### config.mk
export PLATFORM = sky130hd
export DESIGN_NAME = cla_seq_adder_flat
export DESIGN_NICKNAME = d
export VERILOG_FILES = /design/src/rtl/cla_seq_adder_pkg.sv /design/src/rtl/cla_seq_adder_if.sv /design/src/rtl/cla_seq_adder_segment.sv /design/src/rtl/cla_seq_adder.sv /design/src/flat_wrapper.sv
export SDC_FILE = /design/constraint.sdc
export NUM_CORES = 1
export LEC_CHECK = 0
export CORE_UTILIZATION = 30
export CTS_CLUSTER_SIZE = 25
export DETAILED_ROUTE_END_ITERATION = 6
export PLACE_DENSITY = 0.56
export SLEW_MARGIN = 20
export SYNTH_ARGS = -nofsm -noshare
export SYNTH_HDL_FRONTEND = slang
export SYNTH_SLANG_ARGS = --single-unit
### constraint.sdc
create_clock -name clk -period 3.23 [get_ports clk]
set_clock_uncertainty 0.1 [all_clocks]
set_input_delay 0.646 -clock clk [delete_from_list [all_inputs] [get_ports clk]]
set_output_delay 0.646 -clock clk [all_outputs]
set_load 0.1 [all_outputs]
### src/rtl/cla_seq_adder_pkg.sv
// Shared definitions for the multi-cycle carry-lookahead adder/subtractor.
// Holds the control state encoding and the helpers that derive the segment
// count and the segment-index width from the WIDTH/SEG parameters.
package cla_seq_adder_pkg;

  // Default operand width and segment width.
  localparam int DEF_WIDTH = 16;
  localparam int DEF_SEG   = 4;

  // Control states: waiting for start, computing segments, result pulse.
  typedef enum logic [1:0] {
    IDLE = 2'd0,
    RUN  = 2'd1,
    DONE = 2'd2
  } state_t;

  // Number of segments (cycles in RUN) for an operation.
  function automatic int calc_nseg(input int width, input int seg);
    return width / seg;
  endfunction

  // Width of the segment index; at least one bit even for a single segment.
  function automatic int calc_idx_w(input int nseg);
    return (nseg > 1) ? $clog2(nseg) : 1;
  endfunction

  // Width of a bit position inside a WIDTH-bit word, at least one bit.
  function automatic int calc_pos_w(input int width);
    return (width > 1) ? $clog2(width) : 1;
  endfunction

endpackage

### src/rtl/cla_seq_adder_if.sv
// Operation bus of the sequential adder.
//   master: drives start/sub/cin/x/y, observes busy/done/s/cout/ovf.
//   slave : the adder itself.
interface cla_seq_adder_if #(
  parameter int WIDTH = 16
) ();

  logic             start;
  logic             sub;
  logic             cin;
  logic [WIDTH-1:0] x;
  logic [WIDTH-1:0] y;
  logic             busy;
  logic             done;
  logic [WIDTH-1:0] s;
  logic             cout;
  logic             ovf;

  modport master (
    output start, sub, cin, x, y,
    input  busy, done, s, cout, ovf
  );

  modport slave (
    input  start, sub, cin, x, y,
    output busy, done, s, cout, ovf
  );

endinterface

### src/rtl/cla_seq_adder_segment.sv
// cla_segment: one SEG-bit carry-lookahead block, purely combinational.
//   x, y  : segment operand bits
//   c     : carry into the segment
//   s     : segment sum bits
//   g, p  : segment group generate / propagate
//   cout  : carry out of the segment
//   c_msb : carry into the top bit of the segment (for signed overflow)
module cla_segment #(
  parameter int SEG = 4
) (
  input  logic [SEG-1:0] x,
  input  logic [SEG-1:0] y,
  input  logic           c,
  output logic [SEG-1:0] s,
  output logic           g,
  output logic           p,
  output logic           cout,
  output logic           c_msb
);

  logic [SEG-1:0] gen_s;
  logic [SEG-1:0] prop_s;
  logic [SEG:0]   carry_s;
  logic           look_s;
  logic           term_s;
  logic           grp_g_s;
  logic           grp_t_s;

  assign gen_s  = x & y;
  assign prop_s = x ^ y;

  // Expanded lookahead carries: c[i+1] = OR_j(g[j] & p[j+1..i]) | p[0..i] & c.
  always_comb begin
    carry_s    = '0;
    look_s     = 1'b0;
    term_s     = 1'b0;
    carry_s[0] = c;
    for (int i = 0; i < SEG; i++) begin
      look_s = c;
      for (int j = 0; j <= i; j++) begin
        look_s = look_s & prop_s[j];
      end
      for (int j = 0; j <= i; j++) begin
        term_s = gen_s[j];
        for (int k = j + 1; k <= i; k++) begin
          term_s = term_s & prop_s[k];
        end
        look_s = look_s | term_s;
      end
      carry_s[i+1] = look_s;
    end
  end

  // Group generate: carry out of the segment assuming a zero carry in.
  always_comb begin
    grp_g_s = 1'b0;
    grp_t_s = 1'b0;
    for (int j = 0; j < SEG; j++) begin
      grp_t_s = gen_s[j];
      for (int k = j + 1; k < SEG; k++) begin
        grp_t_s = grp_t_s & prop_s[k];
      end
      grp_g_s = grp_g_s | grp_t_s;
    end
  end

  assign s     = prop_s ^ carry_s[SEG-1:0];
  assign g     = grp_g_s;
  assign p     = &prop_s;
  assign cout  = carry_s[SEG];
  assign c_msb = carry_s[SEG-1];

endmodule

### src/rtl/cla_seq_adder.sv
// cla_seq_adder: multi-cycle carry-lookahead adder/subtractor.
// Processes WIDTH bits SEG at a time, LSB segment first, with the carry
// registered between segments. One lookahead block is shared across all
// segments and fed through a mux driven by the segment index.
//   clk, rst : rising-edge clock, asynchronous active-high reset
//   bus      : start/sub/cin/x/y in, busy/done/s/cout/ovf out
module cla_seq_adder
  import cla_seq_adder_pkg::*;
#(
  parameter int WIDTH = DEF_WIDTH,
  parameter int SEG   = DEF_SEG
) (
  input  logic           clk,
  input  logic           rst,
  cla_seq_adder_if.slave bus
);

  localparam int NSEG  = calc_nseg(WIDTH, SEG);
  localparam int IDX_W = calc_idx_w(NSEG);
  localparam int POS_W = calc_pos_w(WIDTH);
  localparam logic [IDX_W-1:0] IDX_LAST = IDX_W'(NSEG - 1);

  state_t           state_r;
  state_t           state_next_s;
  logic             accept_s;
  logic             last_s;
  logic [IDX_W-1:0] idx_r;
  logic             carry_r;
  logic [WIDTH-1:0] x_r;
  logic [WIDTH-1:0] y_r;
  logic [WIDTH-1:0] s_r;
  logic [WIDTH-1:0] s_next_s;
  logic             cout_r;
  logic             ovf_r;
  logic             busy_r;
  logic             done_r;

  logic [POS_W-1:0] base_s;
  logic [SEG-1:0]   seg_x_s;
  logic [SEG-1:0]   seg_y_s;
  logic [SEG-1:0]   seg_sum_s;
  logic             seg_g_s;
  logic             seg_p_s;
  logic             seg_cout_s;
  logic             seg_msb_s;

  // Next-state logic; start is only honoured while idle.
  always_comb begin
    state_next_s = state_r;
    accept_s     = 1'b0;
    last_s       = 1'b0;
    case (state_r)
      IDLE: begin
        if (bus.start) begin
          state_next_s = RUN;
          accept_s     = 1'b1;
        end else begin
          state_next_s = IDLE;
        end
      end
      RUN: begin
        if (idx_r == IDX_LAST) begin
          state_next_s = DONE;
          last_s       = 1'b1;
        end else begin
          state_next_s = RUN;
        end
      end
      DONE:    state_next_s = IDLE;
      default: state_next_s = IDLE;
    endcase
  end

  // Select the active segment of the latched operands and merge its sum.
  always_comb begin
    base_s   = POS_W'(int'(idx_r) * SEG);
    seg_x_s  = x_r[base_s +: SEG];
    seg_y_s  = y_r[base_s +: SEG];
    s_next_s = s_r;
    s_next_s[base_s +: SEG] = seg_sum_s;
  end

  cla_segment #(
    .SEG (SEG)
  ) u_seg (
    .x     (seg_x_s),
    .y     (seg_y_s),
    .c     (carry_r),
    .s     (seg_sum_s),
    .g     (seg_g_s),
    .p     (seg_p_s),
    .cout  (seg_cout_s),
    .c_msb (seg_msb_s)
  );

  // State, handshake flags, operand/carry registers and the result.
  always_ff @(posedge clk or posedge rst) begin
    if (rst) begin
      state_r <= IDLE;
      idx_r   <= '0;
      carry_r <= 1'b0;
      x_r     <= '0;
      y_r     <= '0;
      s_r     <= '0;
      cout_r  <= 1'b0;
      ovf_r   <= 1'b0;
      busy_r  <= 1'b0;
      done_r  <= 1'b0;
    end else begin
      state_r <= state_next_s;
      busy_r  <= (state_next_s == RUN);
      done_r  <= (state_next_s == DONE);
      case (state_r)
        IDLE: begin
          if (accept_s) begin
            // Subtract is x + ~y + 1; cin has no effect in that mode.
            x_r     <= bus.x;
            y_r     <= bus.y ^ {WIDTH{bus.sub}};
            carry_r <= bus.sub | bus.cin;
            idx_r   <= '0;
            s_r     <= '0;
          end
        end
        RUN: begin
          s_r     <= s_next_s;
          carry_r <= seg_g_s | (seg_p_s & carry_r);
          if (last_s) begin
            idx_r  <= '0;
            cout_r <= seg_cout_s;
            ovf_r  <= seg_msb_s ^ seg_cout_s;
          end else begin
            idx_r  <= idx_r + IDX_W'(1);
          end
        end
        DONE: begin
          carry_r <= carry_r;
        end
        default: begin
          carry_r <= carry_r;
        end
      endcase
    end
  end

  assign bus.busy = busy_r;
  assign bus.done = done_r;
  assign bus.s    = s_r;
  assign bus.cout = cout_r;
  assign bus.ovf  = ovf_r;

endmodule

### src/flat_wrapper.sv
// flat-port wrapper written by rule: the top's interface ports become plain ports
module cla_seq_adder_flat import cla_seq_adder_pkg::*;
#(
  parameter int WIDTH = DEF_WIDTH,
  parameter int SEG   = DEF_SEG
)
  (clk, rst, bus_start, bus_sub, bus_cin, bus_x, bus_y, bus_busy, bus_done, bus_s, bus_cout, bus_ovf);
  cla_seq_adder_if #(.WIDTH(WIDTH)) bus_i ();
  input  logic clk;
  input  logic rst;
  input wire logic [$bits(bus_i.start)-1:0] bus_start;
  input wire logic [$bits(bus_i.sub)-1:0] bus_sub;
  input wire logic [$bits(bus_i.cin)-1:0] bus_cin;
  input wire logic [$bits(bus_i.x)-1:0] bus_x;
  input wire logic [$bits(bus_i.y)-1:0] bus_y;
  output wire logic [$bits(bus_i.busy)-1:0] bus_busy;
  output wire logic [$bits(bus_i.done)-1:0] bus_done;
  output wire logic [$bits(bus_i.s)-1:0] bus_s;
  output wire logic [$bits(bus_i.cout)-1:0] bus_cout;
  output wire logic [$bits(bus_i.ovf)-1:0] bus_ovf;
  assign bus_i.start = bus_start;
  assign bus_i.sub = bus_sub;
  assign bus_i.cin = bus_cin;
  assign bus_i.x = bus_x;
  assign bus_i.y = bus_y;
  assign bus_busy = bus_i.busy;
  assign bus_done = bus_i.done;
  assign bus_s = bus_i.s;
  assign bus_cout = bus_i.cout;
  assign bus_ovf = bus_i.ovf;
  cla_seq_adder #(.WIDTH(WIDTH), .SEG(SEG)) u_core (.clk(clk), .rst(rst), .bus(bus_i));
endmodule
======== Word level (Yosys, flattened, before mapping) ========
Cells that the tools add are included.
storage, ports and cells
  flip-flop bits (word level) ............. 57
  word-level logic and storage cells ...... 73
cells by class
  add/sub/neg operators ................... 2
  equal/unequal tests ..................... 5
  shift-type cells ........................ 4
  muxes and demuxes ....................... 15
  bitwise operators ....................... 31
  reductions and logical operators ........ 6
operators by type and width
  operator                                               number
  case mux 16 bit (2 select lines)                       1
  variable part select 16 x 5 -> 4 bit                   2
  bitwise mux 16 bit                                     1
  2-to-1 mux 16 bit                                      1
  variable shift 4 x 6 -> 16 bit (first input constant)  1
  variable part select 4 x 6 -> 16 bit                   1
  bitwise XOR 16 bit                                     1
  OR 1 bit                                               15
  AND 1 bit                                              11
  case mux 2 bit (2 select lines)                        2
  bitwise XOR 4 bit                                      2
  2-to-1 mux 1 bit                                       6
  2-to-1 mux 2 bit                                       3
  negator 4 -> 6 bit                                     1
  AND reduction 2 bit                                    3
  AND 4 bit                                              1
  == test 2 x 1 -> 1 bit (second input constant)         2
  == test 2 bit (second input constant)                  2
  AND reduction 4 bit                                    1
  adder 2 x 1 -> 2 bit (second input constant)           1
  logical NOT 2 bit                                      1
  != test 2 x 1 -> 1 bit (second input constant)         1
  case mux 1 bit (2 select lines)                        1
  nonzero test 2 bit                                     1
  bitwise XOR 1 bit                                      1

======== Depth between registers and ports, before layout ========
Gate-level depths: netlist of the first run.
  depth after elaboration ................. 12
  mapped depth ............................ 7
  gate-level depth less buffers ........... 6

======== Modules after synthesis ========
Synthesis of the first run repeated with hierarchy kept, for this count alone.
second synthesis, totals
  cell total of the unflattened synthesis .. 223
  area, all modules ....................... 2830.2 um^2
by module, submodules not included
  module         times used  cells each  area an instance (um^2)  sequential area each (um^2)
  cla_seq_adder  1           203         2657.5                   1426.4
  cla_segment    1           20          172.7                    0.0

======== Worst setup path after synthesis of the first run ========
Ideal clock, no wire load.
  path kind ............................... flip-flop to flip-flop
  start ................................... reg u_core.idx_r[0]
  end ..................................... reg u_core.s_r[11] (netlist: u_core.bus.s[11])
  setup time .............................. 123 ps
  arrival time ............................ 2435 ps
  data required time ...................... 3007 ps
  path slack .............................. 572 ps
  cell stages (with the launch flop) ...... 8
  path through ............................ dfrtp_1 > clkbuf_2 > mux4_2 > ha_1 > ha_1 > o211a_1 > or3_1 > a32o_1
between the ends
  longest elaborated chain between the ends .. 12
  elaborated cells on any way between the ends .. 22
  classes of those cells .................. add/sub: 1; shift: 4; mux: 2; bitwise: 15
RTL lines
  element                                                         RTL line                                  RTL
  from (decl)                                                     cla_seq_adder.sv:27                       logic [IDX_W-1:0] idx_r;
  from (signal assigned)                                          cla_seq_adder.sv:132                      idx_r <= idx_r + IDX_W'(1);
  variable part select 16 x 5 -> 4 bit, on equally long branches  cla_seq_adder.sv:77, cla_seq_adder.sv:78
  bitwise XOR 4 bit                                               cla_seq_adder_segment.sv:30               assign prop_s = x ^ y;
  AND 1 bit (3 in series)                                         cla_seq_adder_segment.sv:41               look_s = look_s & prop_s[j];
  OR 1 bit (3 in series)                                          cla_seq_adder_segment.sv:48               look_s = look_s | term_s;
  bitwise XOR 4 bit                                               cla_seq_adder_segment.sv:67               assign s = prop_s ^ carry_s[SEG-1:0];
  variable part select 4 x 6 -> 16 bit                            cla_seq_adder.sv:80                       s_next_s[base_s +: SEG] = seg_sum_s;
  bitwise mux 16 bit (*)                                          cla_seq_adder.sv:80
  case mux 16 bit (2 select lines) (*)                            cla_seq_adder.sv:113                      case (state_r)
  to (signal assigned)                                            cla_seq_adder.sv:125                      s_r <= s_next_s;
  to (decl)                                                       cla_seq_adder.sv:31                       logic [WIDTH-1:0] s_r;
Every way passes the cells marked *; elsewhere a longest branch is shown, timed or not.
A chain may end at the register's enable or synchronous reset.

======== Worst setup path in the final report of the first run ========
  start ................................... reg u_core.idx_r[0]
  end ..................................... reg u_core.s_r[7] (netlist: u_core.bus.s[7])
Same word-level chain as after synthesis.

==> results of run 1 <==
path summary, 6_finish.rpt:
kind | startpoint | slack [ns] | end | depth (start not counted)
setup / recovery | u_core.idx_r[0] | 0.60 | u_core.bus.s[7] | 6
hold / removal | u_core.x_r[8] | 0.41 | u_core.x_r[8] | 1
setup reg to reg | u_core.idx_r[0] | 0.60 | u_core.bus.s[7] | 6
hold reg to reg | u_core.x_r[8] | 0.41 | u_core.x_r[8] | 1
max in group asynchronous | rst | 1.88 | u_core.bus.s[11] | 3
min in group asynchronous | rst | 0.52 | u_core.carry_r | 2
per-layer routing:
| metal | GRT usage | vias to the layer above | routed length (µm) |
|---|---|---|---|
| li1 | - | 996 | - |
| met1 | 0.180 | 1031 | 2940 |
| met2 | 0.227 | 74 | 3150 |
| met3 | 0.0506 | 5 | 353 |
| met4 | 0.0373 | 0 | 73 |
| met5 | 0 | - | 0 |
worst max-delay path, stage by stage (launching register included):
cell and delay [ns]:
dfrtp_1 0.42, mux4_2 0.54, ha_1 0.32, ha_1 0.21, o211a_1 0.28, or3_1 0.39, a32o_1 0.26
cells in the mapped netlist, drive strengths merged, types with 2 or more instances:
master	n
nand2	9
mux2	16
o211ai	2
a22o	3
buf	13
a21o	4
and3b	2
nor3b	3
a32o	3
mux4	8
nor3	2
a31oi	2
and2	2
o2bb2ai	4
nor2	21
a211oi	3
o22ai	2
nand3	2
xnor2	16
dfrtp	57
ha	10
o21ai	12
inv	10
nor2b	2
a21oi	20
logic make-up (layout without fill, tap and decap cells):
| kind of cell | after synthesis | count (layout) | share of synthesized area |
|---|---|---|---|
| buf+inv | 24 | 90 | 0.0395 |
| flops | 57 | 57 | 0.501 |
| simple gates | 49 | 49 | 0.0874 |
| xor+xnor | 17 | 17 | 0.0523 |
| mux | 25 | 25 | 0.130 |
| compound gates | 61 | 61 | 0.139 |
| fa+ha+maj | 11 | 11 | 0.0510 |
metrics by stage:
step           area [µm²]  hold WS [ns]  std cells
2_1_floorplan        2850         0.375        244
3_3_place_gp         3490         0.389        405
3_5_place_dp         3490         0.395        405
4_1_cts              3690         0.411        421
5_1_grt              3690         0.418        421
6_report             3690         0.407        421
registers in the layout, summed over array words and instances, names as in the netlist:
| register | cells |
|---|---|
| u_core.bus.busy | 1 |
| u_core.bus.cout | 1 |
| u_core.bus.done | 1 |
| u_core.bus.ovf | 1 |
| u_core.bus.s | 16 |
| u_core.carry_r | 1 |
| u_core.idx_r | 2 |
| u_core.state_r | 2 |
| u_core.x_r | 16 |
| u_core.y_r | 16 |
final cells by class:
cell class,instances,share of cell area
Multi-Input combinational cell,163,0.356
Inverter,10,0.0102
Clock inverter,6,0.0183
Sequential cell,57,0.386
Clock buffer,10,0.0373
Timing Repair Buffer,64,0.154
Tap cell,111,0.0376
==> impl_metrics.ini, run 1 <==
[timing]
finalMaxSlewViolations = 0
hold_viol = 0
tightestPinTransition_ns = 0.674
fin_crit_ns = 2.63
maxSlewHeadroom = 0.550
finalSetupViolCount = 0
period_share = 0.815
fin_ws_ns = 0.597
rsz0062_at_grt = no
max_freq_mhz = 380
finalSetupTns_ns = 0

[final_layout]
fin_util = 0.402
final_cell_mix = 57 x dfrtp_1, 36 x clkdlybuf4s50_1, 28 x buf_4
drive_above_1_share = 0.232
num-fill-cells = 900
multi_input_area_um2 = 1320
antennaDiodeCount = 0
ff_latch_area_um2 = 1430
area_delta_synth_final_pct = 29.7
layout_commonest_cell = dfrtp_1
nets = 353

[floorplanning]
die_area_um2 = 9890
initial_core_util = 0.310
coreArea_um2 = 9200
ios = 57
die_x_um = 99.4
rows = 35
die_h_um = 99.4

[cts]
cts-root-buf = clkbuf_8
htreeDepth = 3
clk_pin_slew_ns = 0.07
cts-resized-gates = 0
clock_sinks = 57
postCtsSetupRepairBufs = 0
cts.path.max_buffers = 2
cts_tree = done
clkLatencyLatePin_ns = 0.34
cts-buffers-inserted = 9
postCtsHoldBufs = 0

[place]
dp.final_hpwl_um = 4910
io_buffers = 56
gp_congestion = 0.783
dp_slack_ns = 0.609

[yosys]
syn_inst = 244
yosys_warnings = 0
synth_flop_cell = dfrtp_1
synth_area_leaders = dfrtp_1 50%, mux2_2 6.3%, mux4_2 6.3%, xnor2_1 4.9%, ha_1 4.4%
synth_seq_cells = 57
yosysSeqAreaShare = 0.501
yosysTopAreaCellShare = 0.501
synth-edff-count = 0
yosysTopAreaCell = dfrtp_1
syn-num-nets = 292
ys_async_sr_fraction = 1.00
synth.distinct_cells = 43
syn_area_um2 = 2850
syn_area_per_cell_um2 = 11.7

[routing]
vias = 2106
dr.pass1.iters = 4
drtAntennaViolNets = 0
wl_per_cell_um = 15.5
wirelength_um = 6510
drc = 0
first_iter_violations = 47
via_per_inst = 5.00

[setup_path]
crit_type = reg2reg
endpoint_kind = flip-flop
path_max_fanout = 5
worstPathArrival_ns = 2.76
worstPathRequired_ns = 3.35
start_kind = flip-flop

[global_routing]
grt_pass1_wl_um = 10500
antenna_found_initial = 0
first_global_vias = 2045
grt_max_degree = 49
grt_use_total = 0.141
grt_overflow = 0

[worst_hold_path]
hold_class = reg2reg

[run_status]
status = finished, final reports clean

[run]
drv_cap = 0
Power of run 1 is not shown: default switching activity piles up to over one toggle a cycle in this logic, so the estimate is an artifact.
==> run 2, diff against run 1 <==
Clock period 3.23 ns to 2.6 ns, I/O delays scaled along.
==> impl_metrics.ini, run 2 (synthesis results as in run 1) <==
[floorplanning]
ios = 57
rows = 35
coreArea_um2 = 9200
initial_core_util = 0.310
die_h_um = 99.4
die_area_um2 = 9890
die_x_um = 99.4

[setup_path]
worstPathArrival_ns = 2.66
endpoint_kind = flip-flop
start_kind = flip-flop
crit_type = reg2reg
worstPathRequired_ns = 2.73
path_max_fanout = 5

[final_layout]
drive_above_1_share = 0.263
layout_commonest_cell = dfrtp_1
area_delta_synth_final_pct = 31.3
instances_no_fill = 423
antennaDiodeCount = 0
nets = 355
num-fill-cells = 917
final_cell_mix = 56 x dfrtp_1, 36 x clkdlybuf4s50_1, 28 x buf_4

[timing]
hold_viol = 0
max_freq_mhz = 395
period_share = 0.974
fin_crit_ns = 2.53
finalMaxSlewViolations = 0
tightestPinTransition_ns = 0.647
maxSlewHeadroom = 0.568
finalSetupViolCount = 0

[cts]
clkLatencyLatePin_ns = 0.34
cts-buffers-inserted = 9
clock_sinks = 57
clk_pin_slew_ns = 0.07
cts-root-buf = clkbuf_8
cts_tree = done
htreeDepth = 3
cts.path.max_buffers = 2

[routing]
wl_per_cell_um = 15.6
via_per_inst = 4.87
drtAntennaViolNets = 0
wirelength_um = 6600
vias = 2062
first_iter_violations = 99
drc = 0
dr.pass1.iters = 4

[run_status]
status = finished, final reports clean

[global_routing]
grt_use_total = 0.146
grt_overflow = 0
grt_max_degree = 58
grt_pass1_wl_um = 10800
first_global_vias = 2082
antenna_found_initial = 0

[worst_hold_path]
hold_class = reg2reg

[place]
dp.cells = 406
dp.final_hpwl_um = 4830
io_buffers = 56
gp_congestion = 0.835

[run]
drv_cap = 0
run 2: cell count changes in the layout (fill, tap and decap cells not counted), moves of 2 or more:
cell | previous run | this run
ha_1 | 10 | 6
buf_12 | 0 | 2
ha_2 | 0 | 3
clkinv_2 | 1 | 3
run 2: metal layers:
layer | share of wire | global-route usage | up-vias
met4 | 0.023 | 0.0735 | 0
met2 | 0.48 | 0.234 | 65
met5 | 0 | 0 | -
li1 | - | - | 1009
met1 | 0.46 | 0.185 | 973
met3 | 0.042 | 0.0358 | 15
run 2: critical path, stage by stage, from the launching register on:
cell	delay, ns
dfrtp_2	0.42
mux4_2	0.56
ha_4	0.26
ha_2	0.19
o211a_4	0.27
or3_4	0.37
a32o_1	0.25
run 2: path summary, 6_finish.rpt:
kind                            slack [ns]           endpoint  cells past startpoint             from
worst max register to register        0.07    u_core.bus.s[7]                      6  u_core.idx_r[0]
min in group asynchronous             0.43  u_core.state_r[0]                      3              rst
worst min-delay path                  0.41     u_core.x_r[15]                      1   u_core.x_r[15]
worst max-delay path                  0.07    u_core.bus.s[7]                      6  u_core.idx_r[0]
worst min register to register        0.41     u_core.x_r[15]                      1   u_core.x_r[15]
max in group asynchronous             1.67    u_core.idx_r[0]                      3              rst
run 2: final cells by class:
class                           count  area (µm²)  share of cell area
Sequential cell                    57        1430               0.382
Clock buffer                        9         124              0.0331
Inverter                           10        37.5              0.0100
Clock inverter                      7        47.5              0.0127
Timing Repair Buffer               66         611               0.163
Tap cell                          111         139              0.0371
Multi-Input combinational cell    163        1350               0.362
run 2: repair_timing:
item	CTS	global route
endpoints found under the setup margin	3	3
hold endpoints to repair	0	0
gates resized for setup	2	5
pin swaps	0	2
hold buffers	0	0
setup buffers	0	1
run 2: metrics by stage:
stage / setup slack [ns] / instance area [µm²] / hold slack [ns] / TNS, ns / util
4_1_cts: 0.0239 / 3710 / 0.408 / 0 / 0.404
5_1_grt: -0.0128 / 3740 / 0.435 / -0.0200 / 0.407
6_report: 0.0665 / 3740 / 0.408 / 0 / 0.407
3_3_place_gp: 0.0749 / 3530 / 0.390 / 0 / 0.384
2_1_floorplan: 0.0125 / 2870 / 0.375 / 0 / -
3_5_place_dp: -0.000703 / 3530 / 0.393 / -0.000703 / 0.384
Power of run 2 is left out for the same reason.
